[config.mk]
export PLATFORM = sky130hd
export DESIGN_NAME = a1
export DESIGN_NICKNAME = d
export VERILOG_FILES = /design/src/rtl/a1_seq_detector_pkg.sv /design/src/rtl/a1.sv /design/src/rtl/a1_seq_detector.sv
export SDC_FILE = /design/constraint.sdc
export NUM_CORES = 1
export LEC_CHECK = 0
export CAP_MARGIN = 40
export CORE_AREA = 2 2 39 41
export CTS_CLUSTER_DIAMETER = 40
export DETAILED_ROUTE_END_ITERATION = 6
export DIE_AREA = 0 0 41 43
export DONT_BUFFER_PORTS = 1
export GPL_ROUTABILITY_DRIVEN = 0
export PLACE_DENSITY = 0.3
export SLEW_MARGIN = 10
export SYNTH_ARGS = -nofsm -noshare
export SYNTH_HDL_FRONTEND = slang
export SYNTH_SLANG_ARGS = --single-unit
export TNS_END_PERCENT = 50
[constraint.sdc]
create_clock -name clock -period 3 [get_ports clock]
set_clock_uncertainty 0.15 [all_clocks]
set_input_delay 0.9 -clock clock [delete_from_list [all_inputs] [get_ports clock]]
set_output_delay 0.9 -clock clock [all_outputs]
set_load 0.05 [all_outputs]
[src/rtl/a1_seq_detector_pkg.sv]
// rtl/a1_seq_detector_pkg.sv - shared state encoding and pattern constant for the 1101 detector
//
// Purpose: names shared by the detector RTL and its bench.
//   state_e  - 3-bit FSM state encoding, S_IDLE..S_1101
//   PATTERN  - the detected bit pattern, first bit in the MSB
package a1_seq_detector_pkg;

  typedef enum logic [2:0] {
    S_IDLE = 3'd0,
    S_1    = 3'd1,
    S_11   = 3'd2,
    S_110  = 3'd3,
    S_1101 = 3'd4
  } state_e;

  localparam logic [3:0] PATTERN = 4'b1101;

  // The flag is a pure function of state (Moore).
  function automatic logic is_hit(input state_e s);
    return (s == S_1101);
  endfunction

endpackage

[src/rtl/a1.sv]
// rtl/a1.sv - thin wrapper mapping a1 ports onto the overlapping 1101 detector
//
// Purpose: one-to-one port wrapper, OVERLAP fixed to 1.
// Ports:
//   clock   in   rising-edge system clock
//   reset   in   asynchronous active-low reset
//   bit_in  in   serial data bit
//   outFlag out  pattern-detected flag
module a1 (
  input  logic clock,
  input  logic reset,
  input  logic bit_in,
  output logic outFlag
);

  a1_seq_detector #(
    .OVERLAP(1'b1)
  ) u_det (
    .clock  (clock),
    .reset  (reset),
    .bit_in (bit_in),
    .outFlag(outFlag)
  );

endmodule

[src/rtl/a1_seq_detector.sv]
// rtl/a1_seq_detector.sv - Moore serial detector for the pattern 1-1-0-1
//
// Purpose: samples one bit per rising clock edge and raises outFlag for one
// cycle each time 1101 completes. OVERLAP=1 lets the trailing 1 of a hit
// start the next pattern; OVERLAP=0 restarts after every hit.
// Ports:
//   clock   in   rising-edge system clock
//   reset   in   asynchronous active-low reset
//   bit_in  in   serial data bit
//   outFlag out  pattern-detected flag, decoded from state only
module a1_seq_detector
  import a1_seq_detector_pkg::*;
#(
  parameter bit OVERLAP = 1'b1
) (
  input  logic clock,
  input  logic reset,
  input  logic bit_in,
  output logic outFlag
);

  state_e state_q;
  state_e state_d;

  always_ff @(posedge clock or negedge reset) begin
    if (!reset) begin
      state_q <= S_IDLE;
    end else begin
      state_q <= state_d;
    end
  end

  always_comb begin
    state_d = S_IDLE;
    case (state_q)
      S_IDLE: state_d = bit_in ? S_1    : S_IDLE;
      S_1:    state_d = bit_in ? S_11   : S_IDLE;
      // A further 1 keeps the last two bits as "11".
      S_11:   state_d = bit_in ? S_11   : S_110;
      S_110:  state_d = bit_in ? S_1101 : S_IDLE;
      // After a hit the trailing 1 plus a new 1 already form "11" when overlapping.
      S_1101: state_d = bit_in ? (OVERLAP ? S_11 : S_1) : S_IDLE;
      // Unused encodings fall back to idle on the next edge.
      default: state_d = S_IDLE;
    endcase
  end

  assign outFlag = is_hit(state_q);

endmodule

==> impl_metrics.toml, run 1 <==
[yosys]
synth_top_area_frac = 0.5607
synth_warnings = 0
synth_area_leader_cell = "dfrtp_1"
synth_edf_count = 0
syn_area_um2 = 133.9
yosysSeqAreaShare = 0.5607
ys_ff_latch = 3
ys_top_cells_by_area = "dfrtp_1 (56%), and4b_1 (7.5%), a22o_1 (6.5%)"
synth_cells = 11
avgSynthCellArea_um2 = 12.17
yosysMostFrequentCell = "dfrtp_1"
ys_types = 9
synthFlopType = "dfrtp_1"
syn_nets = 14
async_flop_share = 1.000

[hold_path]
hold_path_class = "input port to asynchronous set/reset pin"

[critical_path]
reg2reg_from = "u_det.state_q[0]"
worstSetupPathType = "register to primary output"
cp-startpoint = "u_det.state_q[1]"
rrSetupSlack_ns = 1.93
ff2ff_path_depth = 2
arrival_ns = 1.08
crit_fanout = 5
endpoint = "outFlag"
r2r_end = "u_det.state_q[1]"
endpoint_kind = "primary output"
cp-start-kind = "register"
cp_data_required_time_ns = 1.95

[power]
total_power_mw = 0.1852
p_sw_mw = 0.05859
powerDensity_nw_per_um2 = 961.2
netSwitchingFraction = 0.3163
pwr-share-comb = 0.198
internal-power_mw = 0.1266
p_clk_frac = 0.387
leakage_nw = 0.08687
vdd_drop_max_mv = 0.1450
power_frac_seq = 0.415

[clock_tree]
cts_tree = "yes"
htreeDepth = 1
cts_resized = 0
ctsHoldBuffers = 0
postCtsSetupRepairBufs = 0
clock_sinks = 3
cts_root_buf = "clkbuf_4"
clk_latency_ns = 0.23
numCtsBuffers = 3
cts_buffer_depth = 2
clk_pin_slew_ns = 0.04

[route]
post_drt_wl_per_cell_um = 7.906
drtIter0Drc = 0
vias_per_cell = 2.781
dr.pass1.iters = 1
route.detailed.drc = 0
antenna_left = 0
routed-via-count = 89
drt_wl_total_um = 253

[floorplanning]
start_util = 0.09674
coreArea_um2 = 1384
ios = 4
fp.dieW_um = 41
rows = 14
die_h_um = 43
dieArea_um2 = 1763

[layout]
drive_gt1_frac = 0.3125
largest-register = "u_det.state_q"
nNetsFinal = 20
n_antenna_cell = 0
largest_register_ffs = 3
area_growth_pct = 43.93
top_regs = "u_det.state_q (3)"

[sta]
max-slew-margin-rel = 0.8684
hold_viol_final = 0
period_share = 0.7113
worst_slack_ns = 0.8662
setup_viol = 0
setup_tns_ns = 0
slew_viol_final = 0
period_minus_slack_ns = 2.134
rsz0062_at_grt = "no"
clock.fmax_mhz = 468.6
worstMarginPinSlew_ns = 0.1974

[grt]
overflow = 0
antenna_found_initial = 0
grtUsageTotal = 0.04313
first_global_vias = 107
grt_pass1_wl_um = 455
grt_max_degree = 6

[placed_design]
port_buffers = 0
pre_cts_ws_ns = 1.123

[run_status]
status = "complete, no violations"

[job]
max_cap_viol_count = 0
## power groups by stage
stage / combinational, mW / clock [mW] / sequential (mW)
global route: 0.0408 / 0.0816 / 0.0809
finish: 0.0367 / 0.0717 / 0.0768
global placement: 0.0364 / 0 / 0.0752
CTS: 0.0368 / 0.0751 / 0.0764
detailed placement: 0.0382 / 0 / 0.0755
floorplan: 0.0324 / 0 / 0.0696
## layout make-up
type | count | area, um^2
clock buffer | 4 | 26.28
timing repair buffer | 1 | 7.507
tap | 16 | 20.02
multi-input combinational | 8 | 63.81
fill | 155 | 1191
sequential | 3 | 75.07
## critical path, cell delays in order, from the launching register on
cell and delay, ns:
dfrtp_1 0.43, nor3b_2 0.20, buf_4 0.22
## cells by family after synthesis
group,share of synthesized area
flip-flops,0.5607
AO/OA/AOI/OAI,0.06543
AND/OR/NAND/NOR,0.2430
XOR/XNOR,0.1309
## worst min-delay path by stage
stage	slack [ns]	startpoint	end
final	0.21	reset	u_det.state_q[2]
after global routing	0.19	reset	u_det.state_q[1]
after CTS	0.20	reset	u_det.state_q[0]
after detailed placement	0.36	u_det.state_q[2]	u_det.state_q[0]
after global placement	0.35	u_det.state_q[2]	u_det.state_q[0]
after floorplan	0.32	u_det.state_q[2]	u_det.state_q[0]
## cell usage in the layout (no fill, tap or decap)
cell type	synthesis	final
dfrtp_1	3	3
xor2_1	1	1
xnor2_1	1	1
clkbuf_1	0	1
buf_4	0	1
nor2b_1	1	1
nor2_1	1	1
a22o_1	1	1
nor3b_2	0	1
clkbuf_4	0	3
and4b_1	1	1
nor3_1	1	1
## metrics by stage
step | std cells | util | cell area (um^2) | hold WS (ns)
CTS | 32 | 0.1392 | 192.7 | 0.2047
finish | 32 | 0.1392 | 192.7 | 0.2132
global placement | 28 | 0.1203 | 166.4 | 0.3458
global route | 32 | 0.1392 | 192.7 | 0.1919
floorplan | 11 | - | 133.9 | 0.3221
detailed placement | 28 | 0.1203 | 166.4 | 0.3575
## metal layers
layer | global-route usage | wire length, um | vias up
li1 | - | - | 49
met1 | 0.05769 | 137 | 36
met2 | 0.03438 | 80 | 4
met3 | 0.02618 | 35 | 0
met4 | 0.06000 | 0 | 0
met5 | 0 | 0 | -
Power figures use the tool's default switching activity.
==> run 2: changes to the inputs <==
clock period = 2.25 ns   (was 3 ns; I/O delays follow)
==> impl_metrics.toml, run 2 (synthesis results as in run 1) <==
[layout]
drive_gt1_frac = 0.2941
n_antenna_cell = 0
top_regs = "u_det.state_q (3)"
largest-register = "u_det.state_q"
nNetsFinal = 21
largest_register_ffs = 3
layout_common_cells = "clkbuf_4 (3), dfrtp_1 (3)"
area_growth_pct = 51.40

[critical_path]
cp-start-kind = "register"
endpoint_kind = "primary output"
cp_slowest_cell = "dfrtp_1"
r2r_end = "u_det.state_q[1]"
cp_data_required_time_ns = 1.42
worstSetupPathType = "register to primary output"
max_stage_delay_ns = 0.43
reg2reg_from = "u_det.state_q[0]"
rrSetupSlack_ns = 1.19
ff2ff_path_depth = 2
crit_fanout = 5
arrival_ns = 1.08
path_cells = "nor3b_2 -> buf_4"

[clock_tree]
htreeDepth = 1
cts_root_buf = "clkbuf_4"
postCtsSetupRepairBufs = 0
clock_sinks = 3
ctsHoldBuffers = 1
clk_pin_slew_ns = 0.04
cts_resized = 0
cts_tree = "yes"
cts_buffer_depth = 2
numCtsBuffers = 3
clk_latency_ns = 0.23

[grt]
antenna_found_initial = 0
grtUsageTotal = 0.04614
overflow = 0
grt_pass1_wl_um = 489
grt_max_degree = 6
first_global_vias = 110

[route]
dr.pass1.iters = 1
drtIter0Drc = 0
vias_per_cell = 2.818
post_drt_wl_per_cell_um = 8.485
antenna_left = 0
routed-via-count = 93
route.detailed.drc = 0
drt_wl_total_um = 280

[placed_design]
pre_cts_ws_ns = 0.6075
port_buffers = 0

[sta]
worstMarginPinSlew_ns = 0.2011
rsz0062_at_grt = "no"
max-slew-margin-rel = 0.8659
period_minus_slack_ns = 1.909
setup_viol = 0
worst_slack_ns = 0.3408
period_share = 0.8486
slew_viol_final = 0
hold_viol_final = 0
setup_tns_ns = 0
hold_slack_ns = 0.3665
clock.fmax_mhz = 523.8

[floorplanning]
ios = 4
rows = 14
coreArea_um2 = 1384
die_h_um = 43
dieArea_um2 = 1763
fp.dieW_um = 41
start_util = 0.09674

[hold_path]
hold_start = "u_det.state_q[2]"
hold_path_class = "register to register"
min_path_cells = 1
holdPathEnd = "u_det.state_q[0]"

[power]
powerDensity_nw_per_um2 = 1244
internal-power_mw = 0.1701
p_clk_frac = 0.389
pwr-share-comb = 0.204
netSwitchingFraction = 0.3251
vdd_drop_max_mv = 0.1869
leakage_nw = 0.09105
power_frac_seq = 0.407
p_sw_mw = 0.08196

[job]
max_cap_viol_count = 0

[run_status]
status = "complete, no violations"
[run 2: cell types whose count changed in the layout (fill, tap and decap cells not counted), sizes merged]
cell,delta
dlygate4sd3,+1
[run 2: how the worst max path moves through the flow]
| stage | start | slack (ns) | to |
|---|---|---|---|
| after detailed placement | u_det.state_q[1] | 0.61 | outFlag |
| after global routing | u_det.state_q[1] | 0.28 | outFlag |
| final | u_det.state_q[1] | 0.34 | outFlag |
| after CTS | u_det.state_q[1] | 0.33 | outFlag |
| after global placement | u_det.state_q[1] | 0.60 | outFlag |
| after floorplan | u_det.state_q[1] | 0.33 | outFlag |
[run 2: cell type report]
cell class              count  area [um^2]
fillers                   147         1181
flip-flops and latches      3        75.07
multi-input cells           8        63.81
clock buffers               4        26.28
well taps                  16        20.02
repair buffers              2        17.52
[run 2: critical path: cells and delay by family, from the launching register on]
family | cells | cell delay [ns]
buf+inv | 1 | 0.22
flops | 1 | 0.43
simple gates | 1 | 0.20
[run 2: routing by layer]
metal  GRT usage  up-vias  share of wire  wire length (um)
li1            -       50              -                 -
met5           0        -              0                 0
met4     0.08000        0              0                 0
met1     0.06090       39           0.57               160
met2     0.04063        4           0.35                98
met3     0.01047        0          0.075                21
[run 2: power groups by stage]
stage,combinational (mW),sequential (mW),clock (mW)
6_report,0.0515,0.103,0.0981
5_1_grt,0.0579,0.108,0.109
2_1_floorplan,0.0439,0.0954,0
3_3_place_gp,0.0491,0.100,0
4_1_cts,0.0520,0.101,0.104
3_5_place_dp,0.0518,0.100,0
[run 2: stage by stage]
| step | std cells | power [mW] | instance area [um^2] | utilization |
|---|---|---|---|---|
| 2_1_floorplan | 11 | 0.1393 | 138.9 | - |
| 3_3_place_gp | 28 | 0.1494 | 166.4 | 0.1203 |
| 3_5_place_dp | 28 | 0.1519 | 166.4 | 0.1203 |
| 4_1_cts | 33 | 0.2578 | 202.7 | 0.1465 |
| 5_1_grt | 33 | 0.2746 | 202.7 | 0.1465 |
| 6_report | 33 | 0.2521 | 202.7 | 0.1465 |
==> run 3: changes to the inputs <==
clock period = 1.8 ns   (was 2.25 ns; I/O delays follow)
==> impl_metrics.toml, run 3 (synthesis results as in run 1) <==
[critical_path]
r2r_end = "u_det.state_q[1]"
rrSetupSlack_ns = 0.73
reg2reg_from = "u_det.state_q[0]"
cp-start-kind = "register"
path_cells = "nor3b_2 -> buf_6"
max_stage_delay_ns = 0.43
crit_fanout = 5
arrival_ns = 1.05
endpoint_kind = "primary output"
ff2ff_path_depth = 2
cp-startpoint = "u_det.state_q[0]"
worstSetupPathType = "register to primary output"
endpoint = "outFlag"
cp_data_required_time_ns = 1.11
cp_slowest_cell = "dfrtp_2"

[grt]
overflow = 0
antenna_found_initial = 0
first_global_vias = 121
grtUsageTotal = 0.04514
grt_max_degree = 6
grt_pass1_wl_um = 503

[power]
vdd_drop_max_mv = 0.2320
netSwitchingFraction = 0.3126
pwr-share-comb = 0.213
leakage_nw = 0.09053
powerDensity_nw_per_um2 = 1513
p_clk_frac = 0.376
power_frac_seq = 0.412
internal-power_mw = 0.2160
p_sw_mw = 0.09822

[clock_tree]
numCtsBuffers = 3
htreeDepth = 1
cts_buffer_depth = 2
clk_pin_slew_ns = 0.04
cts_root_buf = "clkbuf_4"
cts_tree = "yes"
clock_sinks = 3
postCtsSetupRepairBufs = 0
clk_latency_ns = 0.23

[layout]
top_regs = "u_det.state_q (3)"
drive_gt1_frac = 0.3529
finish.instance_area_um2 = 207.7
area_growth_pct = 55.14
nNetsFinal = 21
seq_area_um2 = 76.32
finish.utilization = 0.1501
n_antenna_cell = 0
layout_common_cells = "clkbuf_4 (3), dfrtp_1 (2)"
instances_no_fill = 33
nFillCells = 157
multi_input_area_um2 = 63.81
mostFrequentLayoutCell = "clkbuf_4"
largest-register = "u_det.state_q"
largest_register_ffs = 3

[route]
post_drt_wl_per_cell_um = 7.970
vias_per_cell = 3.152
drt_wl_total_um = 263
wl_met1_um = 139
dr.pass1.iters = 1
routed-via-count = 104
drtIter0Drc = 0
dr.max_layer_used = "met3"
antenna_left = 0
dr_wl_met2_um = 96
route.detailed.drc = 0
wl_met3_um = 27

[sta]
max-slew-margin-rel = 0.8720
setup_tns_ns = 0
period_minus_slack_ns = 1.740
worstMarginPinSlew_ns = 0.1920
hold_viol_final = 0
clock.fmax_mhz = 574.6
rsz0062_at_grt = "no"
setup_viol = 0
slew_viol_final = 0
period_share = 0.9669
worst_slack_ns = 0.05958

[floorplanning]
ios = 4
coreArea_um2 = 1384
fp.dieW_um = 41
die_h_um = 43
start_util = 0.09674
rows = 14
dieArea_um2 = 1763

[job]
max_cap_viol_count = 0

[placed_design]
pre_cts_ws_ns = 0.2807
dp.final_hpwl_um = 197.3
dp.cells = 28
placed_area_um2 = 166.4
port_buffers = 0

[run_status]
status = "complete, no violations"

[hold_path]
hold_path_class = "input port to register"
min_path_cells = 2
run 3: cell counts in the layout (fill, tap and decap cells not counted):
Identical to the previous run, type by type.
run 3: critical path, delay by kind of cell, from the launching register on:
kind	cells	cell delay [ns]
buffers and inverters	1	0.18
flip-flops	1	0.43
AND/OR/NAND/NOR	1	0.21
run 3: timing repair:
item / CTS / global route
hold buffers: 1 / 0
endpoints found under the hold margin: 3 / 0
endpoints found under the setup margin: 0 / 1
gates resized for setup: 0 / 2
run 3: how the worst min path moves through the flow:
stage / from / end
CTS: bit_in / u_det.state_q[0]
floorplan: reset / u_det.state_q[0]
finish: bit_in / u_det.state_q[0]
detailed placement: reset / u_det.state_q[2]
global route: bit_in / u_det.state_q[2]
global placement: reset / u_det.state_q[0]
run 3: power by group through the flow:
stage / clock network [mW] / logic (mW) / registers (mW)
after CTS: 0.125 / 0.0660 / 0.128
after detailed placement: 0 / 0.0646 / 0.127
final: 0.118 / 0.0669 / 0.129
after floorplan: 0 / 0.0549 / 0.119
after global placement: 0 / 0.0610 / 0.125
after global routing: 0.133 / 0.0791 / 0.134
run 3: stage by stage:
step / total power, mW / hold WS (ns)
after detailed placement: 0.1917 / 0.09451
after floorplan: 0.1741 / 0.09441
final: 0.3143 / 0.3295
after global placement: 0.1863 / 0.09448
after CTS: 0.3190 / 0.3231
after global routing: 0.3461 / 0.3377
run 3: cell type report:
| type | count | share of cell area |
|---|---|---|
| Multi-Input combinational cell | 8 | 0.3072 |
| Timing Repair Buffer | 2 | 0.1024 |
| Clock buffer | 4 | 0.1265 |
| Sequential cell | 3 | 0.3675 |
| Tap cell | 16 | 0.09639 |
run 3: per-layer routing:
layer / vias up / GRT usage
met1: 49 / 0.06410
met3: 0 / 0.02618
met4: 0 / 0.04000
li1: 51 / -
met5: - / 0
met2: 4 / 0.04375
